===== src/rtl/leb128_imm_decoder_pkg.sv =====
// Shared constants, state encoding and helpers for the LEB128 immediate decoder.
package leb128_imm_decoder_pkg;

  localparam int unsigned LEB_MAX_BYTES_32 = 5;
  localparam int unsigned LEB_MAX_BYTES_64 = 10;
  localparam int unsigned LEB_W32          = 32;
  localparam int unsigned LEB_W64          = 64;
  localparam int unsigned ACC_W            = 64;
  localparam int unsigned LEN_W            = 4;
  localparam int unsigned BYTE_W           = 8;

  typedef enum logic [1:0] {
    S_IDLE   = 2'd0,
    S_DECODE = 2'd1,
    S_DONE   = 2'd2
  } leb_state_t;

  // Maximum encoded length for the selected target width.
  function automatic logic [LEN_W-1:0] max_bytes(input logic is64);
    return is64 ? LEN_W'(LEB_MAX_BYTES_64) : LEN_W'(LEB_MAX_BYTES_32);
  endfunction

endpackage


===== src/rtl/leb128_imm_decoder_if.sv =====
// Command / byte-stream / result handshake bundle of the LEB128 decoder.
interface leb128_imm_decoder_if;

  logic                                          cmd_valid;
  logic                                          cmd_ready;
  logic                                          cmd_signed;
  logic                                          cmd_is64;
  logic                                          in_valid;
  logic                                          in_ready;
  logic [leb128_imm_decoder_pkg::BYTE_W-1:0]     in_byte;
  logic                                          out_valid;
  logic                                          out_ready;
  logic [leb128_imm_decoder_pkg::ACC_W-1:0]      out_value;
  logic [leb128_imm_decoder_pkg::LEN_W-1:0]      out_len;
  logic                                          out_error;

  modport master (
    output cmd_valid, cmd_signed, cmd_is64, in_valid, in_byte, out_ready,
    input  cmd_ready, in_ready, out_valid, out_value, out_len, out_error
  );

  modport slave (
    input  cmd_valid, cmd_signed, cmd_is64, in_valid, in_byte, out_ready,
    output cmd_ready, in_ready, out_valid, out_value, out_len, out_error
  );

endinterface


===== src/rtl/leb128_final_check.sv =====
// Final-byte analysis: sign-extension mask and (optional) surplus-bit check.
// Build option: define LEB128_STRICT_EN to reject final bytes carrying bits
// beyond the target width at maximum length.
module leb128_final_check
  import leb128_imm_decoder_pkg::*;
(
  input  logic [6:0]       fin_bits,
  input  logic [LEN_W-1:0] len,
  input  logic             sgn,
  input  logic             is64,
  output logic             strict_err_c,
  output logic [ACC_W-1:0] sext_mask_c
);

  logic [6:0] nbits;
  logic [6:0] width;

  // Fill bits [width-1:7*len] when the final payload's sign bit is set.
  always_comb begin
    nbits       = 7'(len) * 7'd7;
    width       = is64 ? 7'(LEB_W64) : 7'(LEB_W32);
    sext_mask_c = '0;
    if (sgn && fin_bits[6] && (nbits < width)) begin
      sext_mask_c = ~((64'd1 << nbits) - 64'd1) &
                    (is64 ? {ACC_W{1'b1}} : 64'h0000_0000_FFFF_FFFF);
    end
  end

`ifdef LEB128_STRICT_EN
  // At maximum length, bits past the target width must be zero or sign copies.
  always_comb begin
    strict_err_c = 1'b0;
    if (len == max_bytes(is64)) begin
      case ({is64, sgn})
        2'b00:   strict_err_c = |fin_bits[6:4];
        2'b01:   strict_err_c = !((fin_bits[6:3] == 4'h0) || (fin_bits[6:3] == 4'hF));
        2'b10:   strict_err_c = |fin_bits[6:1];
        default: strict_err_c = !((fin_bits == 7'h00) || (fin_bits == 7'h7F));
      endcase
    end
  end
`else
  // Surplus bits are silently dropped in the permissive build.
  logic unused_fin_bits;
  assign unused_fin_bits = ^fin_bits[5:0];
  assign strict_err_c    = 1'b0;
`endif

endmodule


===== src/rtl/leb128_imm_decoder.sv =====
// LEB128 (wasm varuint/varint) immediate decoder, one code byte per cycle.
// Build option: LEB128_STRICT_EN enables strict final-byte width checking.
module leb128_imm_decoder
  import leb128_imm_decoder_pkg::*;
#(
  parameter bit USE_64B = 1'b1
) (
  input logic                 clk,
  input logic                 reset,
  input logic                 flush,
  leb128_imm_decoder_if.slave bus
);

  leb_state_t       state_q, state_d;
  logic [ACC_W-1:0] acc_q;
  logic [LEN_W-1:0] cnt_q;
  logic             sgn_q, is64_q;
  logic             cmd_ready_q, in_ready_q, out_valid_q, out_error_q;
  logic [ACC_W-1:0] out_value_q;
  logic [LEN_W-1:0] out_len_q;

  logic             cmd_fire, in_fire, out_fire, done_fire;
  logic [LEN_W-1:0] cnt_inc;
  logic [5:0]       shamt;
  logic             is_last, overlong, dec_err, strict_err;
  logic [ACC_W-1:0] acc_new, sext_mask, val64, val;

  // Handshakes and the per-byte accumulate / finalise datapath.
  always_comb begin
    cmd_fire  = bus.cmd_valid & cmd_ready_q & ~flush;
    in_fire   = bus.in_valid & in_ready_q & ~flush;
    out_fire  = out_valid_q & bus.out_ready & ~flush;
    cnt_inc   = cnt_q + 4'd1;
    shamt     = 6'({2'b00, cnt_q} * 6'd7);
    acc_new   = acc_q | (ACC_W'(bus.in_byte[6:0]) << shamt);
    is_last   = ~bus.in_byte[7];
    overlong  = bus.in_byte[7] & (cnt_inc == max_bytes(is64_q));
    done_fire = in_fire & (is_last | overlong);
    dec_err   = overlong | (is_last & strict_err);
    val64     = acc_new | sext_mask;
    val       = is64_q ? val64 : {32'h0, val64[31:0]};
  end

  leb128_final_check u_final_check (
    .fin_bits     (bus.in_byte[6:0]),
    .len          (cnt_inc),
    .sgn          (sgn_q),
    .is64         (is64_q),
    .strict_err_c (strict_err),
    .sext_mask_c  (sext_mask)
  );

  // Next-state logic; flush overrides every handshake.
  always_comb begin
    state_d = state_q;
    if (flush) begin
      state_d = S_IDLE;
    end else begin
      case (state_q)
        S_IDLE:   if (cmd_fire)  state_d = S_DECODE;
        S_DECODE: if (done_fire) state_d = S_DONE;
        S_DONE:   if (out_fire)  state_d = S_IDLE;
        default:  state_d = S_IDLE;
      endcase
    end
  end

  // State register and registered handshake readies.
  always_ff @(posedge clk or negedge reset) begin
    if (!reset) begin
      state_q     <= S_IDLE;
      cmd_ready_q <= 1'b0;
      in_ready_q  <= 1'b0;
    end else begin
      state_q     <= state_d;
      cmd_ready_q <= (state_d == S_IDLE);
      in_ready_q  <= (state_d == S_DECODE);
    end
  end

  // Mode, accumulator and byte count.
  always_ff @(posedge clk or negedge reset) begin
    if (!reset) begin
      acc_q  <= '0;
      cnt_q  <= '0;
      sgn_q  <= 1'b0;
      is64_q <= 1'b0;
    end else if (cmd_fire) begin
      acc_q  <= '0;
      cnt_q  <= '0;
      sgn_q  <= bus.cmd_signed;
      is64_q <= bus.cmd_is64 & USE_64B;
    end else if (in_fire) begin
      acc_q  <= acc_new;
      cnt_q  <= cnt_inc;
    end
  end

  // Result registers, held until the consumer accepts.
  always_ff @(posedge clk or negedge reset) begin
    if (!reset) begin
      out_valid_q <= 1'b0;
      out_value_q <= '0;
      out_len_q   <= '0;
      out_error_q <= 1'b0;
    end else if (flush) begin
      out_valid_q <= 1'b0;
    end else if (done_fire) begin
      out_valid_q <= 1'b1;
      out_value_q <= dec_err ? '0 : val;
      out_len_q   <= cnt_inc;
      out_error_q <= dec_err;
    end else if (out_fire) begin
      out_valid_q <= 1'b0;
    end
  end

  // in_ready drops in the flush cycle so the presented byte is not taken.
  assign bus.cmd_ready = cmd_ready_q;
  assign bus.in_ready  = in_ready_q & ~flush;
  assign bus.out_valid = out_valid_q;
  assign bus.out_value = out_value_q;
  assign bus.out_len   = out_len_q;
  assign bus.out_error = out_error_q;

endmodule


===== src/flat_wrapper.sv =====
// flat-port wrapper written by rule: the top's interface ports become plain ports
module leb128_imm_decoder_flat import leb128_imm_decoder_pkg::*;
#(
  parameter bit USE_64B = 1'b1
)
  (clk, reset, flush, bus_cmd_valid, bus_cmd_signed, bus_cmd_is64, bus_in_valid, bus_in_byte, bus_out_ready, bus_cmd_ready, bus_in_ready, bus_out_valid, bus_out_value, bus_out_len, bus_out_error);
  leb128_imm_decoder_if bus_i ();
  input logic clk;
  input logic reset;
  input logic flush;
  input wire logic [$bits(bus_i.cmd_valid)-1:0] bus_cmd_valid;
  input wire logic [$bits(bus_i.cmd_signed)-1:0] bus_cmd_signed;
  input wire logic [$bits(bus_i.cmd_is64)-1:0] bus_cmd_is64;
  input wire logic [$bits(bus_i.in_valid)-1:0] bus_in_valid;
  input wire logic [$bits(bus_i.in_byte)-1:0] bus_in_byte;
  input wire logic [$bits(bus_i.out_ready)-1:0] bus_out_ready;
  output wire logic [$bits(bus_i.cmd_ready)-1:0] bus_cmd_ready;
  output wire logic [$bits(bus_i.in_ready)-1:0] bus_in_ready;
  output wire logic [$bits(bus_i.out_valid)-1:0] bus_out_valid;
  output wire logic [$bits(bus_i.out_value)-1:0] bus_out_value;
  output wire logic [$bits(bus_i.out_len)-1:0] bus_out_len;
  output wire logic [$bits(bus_i.out_error)-1:0] bus_out_error;
  assign bus_i.cmd_valid = bus_cmd_valid;
  assign bus_i.cmd_signed = bus_cmd_signed;
  assign bus_i.cmd_is64 = bus_cmd_is64;
  assign bus_i.in_valid = bus_in_valid;
  assign bus_i.in_byte = bus_in_byte;
  assign bus_i.out_ready = bus_out_ready;
  assign bus_cmd_ready = bus_i.cmd_ready;
  assign bus_in_ready = bus_i.in_ready;
  assign bus_out_valid = bus_i.out_valid;
  assign bus_out_value = bus_i.out_value;
  assign bus_out_len = bus_i.out_len;
  assign bus_out_error = bus_i.out_error;
  leb128_imm_decoder #(.USE_64B(USE_64B)) u_core (.clk(clk), .reset(reset), .flush(flush), .bus(bus_i));
endmodule

===== config.mk =====
export PLATFORM = sky130hd
export DESIGN_NAME = leb128_imm_decoder_flat
export DESIGN_NICKNAME = d
export VERILOG_FILES = /design/src/rtl/leb128_imm_decoder_pkg.sv /design/src/rtl/leb128_imm_decoder_if.sv /design/src/rtl/leb128_final_check.sv /design/src/rtl/leb128_imm_decoder.sv /design/src/flat_wrapper.sv
export SDC_FILE = /design/constraint.sdc
export NUM_CORES = 1
export LEC_CHECK = 0
export ABC_CLOCK_PERIOD_IN_PS = 5800
export BUFFER_PORTS_ARGS = -buffer_cell sky130_fd_sc_hd__buf_4
export CAP_MARGIN = 20
export CORE_ASPECT_RATIO = 1.1
export CORE_UTILIZATION = 51
export CTS_CLUSTER_SIZE = 24
export DETAILED_ROUTE_END_ITERATION = 8
export PLACE_DENSITY = 0.71
export SYNTH_ARGS = -nofsm -noshare
export SYNTH_HDL_FRONTEND = slang
export SYNTH_SLANG_ARGS = --single-unit

===== constraint.sdc =====
create_clock -name clk -period 5.8 [get_ports clk]
set_input_delay 0.29 -clock clk [delete_from_list [all_inputs] [get_ports clk]]
set_output_delay 0.29 -clock clk [all_outputs]
set_load 0.01 [all_outputs]

==> run metrics <==
Final Critical Period 5.37 ns; Seq cells post-synth 144; vias in the first global route 6560; worst path required time just over 6 ns; final period utilization 0.925; IO buf count 87; xor and xnor area share after synthesis 0.0138; Synth Flop Type dfrtp_1; FP Rows between 40 and 50; Synth Area in Simple Gates 0.143; post-synthesis mux area share 0.0243; Detail Route Antenna Nets 0; Final Skew 0.0124 ns; main area contributors after synthesis dfrtp_1 (49%), a21oi_1 (11%), nor2_1 (5.4%), nand2_1 (3.6%), ha_1 (2.5%); die width 117 um; hpwl dp 16.0 mm; Area growth, synth to finish 19.0%; Leakage 3.99 nW; Reg clk slew, reported paths around 0.06 ns; CTS tree built; Worst slew margin 0.199; largest family of logic cells by synthesized area compound AO/OA/AOI/OAI gates; Routed wire per std cell approximately 22 um; CORE AREA between 10000 and 15000 um^2; Resized Gates After CTS 0; Pwr Density 348 nW/um^2; Syn Std Cell Area 7420 um^2; arrival time at the worst endpoint 5.71 ns; Yosys top cell area share 0.486; syn avg cell area between 9 and 10 um^2; HP Class in2reg; sequential area share after synthesis 0.486; WS Path Type reg2reg; Slew @ Worst Pin 1.20 ns; Post-Syn Nets 853; ANT cells 0; CTS root buf clkbuf_16; Routed WL 23.4 mm; final hold vios 0; largest net degree at the start of global routing 78; Setup crit end kind flop; Max Cap Violations 0; CTS sink count 144; Ys Warns 0; slack of the worst reg-to-reg path 0.43 ns; Adder-Cell Fraction of Synth Area 0.0415; Die ar. 15000 um^2; Die H 129 um; area of the multi-input gates 3560 um^2; Ports 88; Peak VDD IR 0.248 mV; register area 3600 um^2; total CTS buffers 17; gr ovfl total 0; first-pass detailed-route iteration total 5; Critical Path Fanout Max 12; fraction of layout cells with a size suffix above 1 0.178; FILL cells 1218; total negative slack 0 ns; via count just under 7000; post-synthesis compound-gate area fraction 0.253; Final Net Count 924; gpl congestion 0.997; Post-synth EDFFs 0; Max Slew Vio Count 0; Unique masters post-synth 68; RSZ-0062 raised after global routing no; Initial Util 0.529; CTS Buffer Depth 2; Starting DRT DRC Count just under 600; setup violators final 0; wire length of the first global-routing pass around 37 mm; initial antenna violation count 1; GRT Total Usage 0.329; status completed; area leader, netlist dfrtp_1; Async SR Flop Fraction 1.00; DRC 0; CP Launch Type flop; fmax between 150 and 200 MHz; Clock Latency Late Sink approximately 0.43 ns; Core Util, Final 0.630; Via-to-Cell Ratio 6.30; Mapped Cells 816; H-tree levels 4
-- synth_stat cells, types with 3 or more instances --
master    number
a21oi_1      162
dfrtp_1      144
nor2_1       106
nand2_1       71
clkbuf_1      35
o21ai_0       35
a211oi_1      21
inv_1         17
ha_1          15
o211ai_1      15
buf_2         14
nor3_1        13
a31oi_1       10
o21ai_1       10
a221oi_1       9
mux2i_1        9
nand3_1        8
o22ai_1        8
fa_1           6
mux2_2         6
nand2b_1       6
nor2b_1        5
o31ai_1        5
and3_1         4
nand3b_1       4
nor4_1         4
o21a_1         4
or2_2          4
xnor2_1        4
xor2_1         4
a22o_1         3
a31o_2         3
a32oi_1        3
a41oi_1        3
o32ai_1        3
-- path summary, 6_finish.rpt --
check | startpoint | depth (start not counted) | to
setup / recovery | u_core.cnt_q[1]$_DFFE_PN0P_ | 17 | u_core.bus.out_value[4]$_DFFE_PN0P_
hold reg to reg | u_core.bus.out_value[52]$_DFFE_PN0P_ | 2 | u_core.bus.out_value[52]$_DFFE_PN0P_
setup reg to reg | u_core.cnt_q[1]$_DFFE_PN0P_ | 17 | u_core.bus.out_value[4]$_DFFE_PN0P_
hold / removal | bus_cmd_signed | 3 | u_core.sgn_q$_DFFE_PN0P_
min in group asynchronous | reset | 2 | u_core.acc_q[34]$_DFFE_PN0P_
max in group asynchronous | reset | 3 | u_core.bus.out_value[21]$_DFFE_PN0P_
-- repair_timing --
action | 4_1_cts | 5_1_grt
hold buffers | 1 | 0
endpoints found under the hold margin | 76 | 0
setup endpoints to repair | 0 | 0
buffers inserted | 0 | 0
-- worst max-delay path, stage by stage (launching register included) --
cell,delay (ns)
dfrtp_1,0.50
ha_1,0.31
a21boi_1,0.24
or2_1,0.37
inv_2,0.09
fa_1,0.52
inv_1,0.04
ha_1,0.27
and3b_1,0.24
a2111oi_0,0.40
nor2_1,0.08
ha_1,0.18
nand3b_1,0.27
nand2b_1,0.26
or3_1,0.34
o22ai_2,0.56
a31oi_1,0.39
a21oi_1,0.23
-- routing by layer --
metal  part of all wire  vias up  routed length (um)  global-route usage
met5            0.00056        -                  13                   0
li1                   -     3079                   -                   -
met3              0.068       50                1580              0.0678
met4              0.028        2                 665               0.136
met2               0.47      315               11000               0.508
met1               0.43     3401               10100               0.452
-- where the power goes --
part,total (W),switching [W],leakage (nW),internal [W]
Sequential,0.00123,0.0000941,1.93,0.00113
Clock,0.00106,0.000446,0.269,0.000613
Combinational,0.000792,0.000475,1.80,0.000318
Total,0.00308,0.00101,3.99,0.00206
-- layout by cell type, fill, tap and decap left out, types with 9 or more instances in the layout --
cell type,instances
o21ai_1,10
o21ai_0,35
a211oi_1,21
buf_4,101
o211ai_1,15
mux2i_1,9
a31oi_1,10
a21oi_1,162
a221oi_1,9
clkbuf_16,17
nand2_1,71
dfrtp_1,144
nor3_1,13
ha_1,15
inv_1,17
nor2_1,104
-- per-stage QoR --
step                area [um^2]  hold WS [ns]  setup slack, ns  power [W]  instances
floorplan                  7420      -0.00559             1.14    0.00165        816
global placement           8230         0.360            0.679    0.00201       1053
detailed placement         8230         0.372            0.537    0.00202       1053
CTS                        8800        0.0584            0.513    0.00307       1085
global route               8830        0.0873           0.0935    0.00321       1087
finish                     8830        0.0607            0.433    0.00308       1087
-- registers in the layout, indices dropped and copies added (netlist names), 2 cells and up --
register              flops
u_core.bus.out_len        4
u_core.cnt_q              4
u_core.bus.out_value     64
u_core.acc_q             64
u_core.state_q            2
-- cells by family after synthesis --
logic type	Yosys count
xor+xnor	10
compound gates	313
mux	16
flops	144
buf+inv	71
fa+ha+maj	21
simple gates	241
-- final cells by class --
cell class              count  share of cell area
inverters                  19             0.00808
well taps                 188              0.0266
repair buffers            104              0.0905
clock inverters            11              0.0120
multi-input cells         601               0.403
flip-flops and latches    144               0.408
clock buffers              20              0.0517
Power figures use the tool's default switching activity.
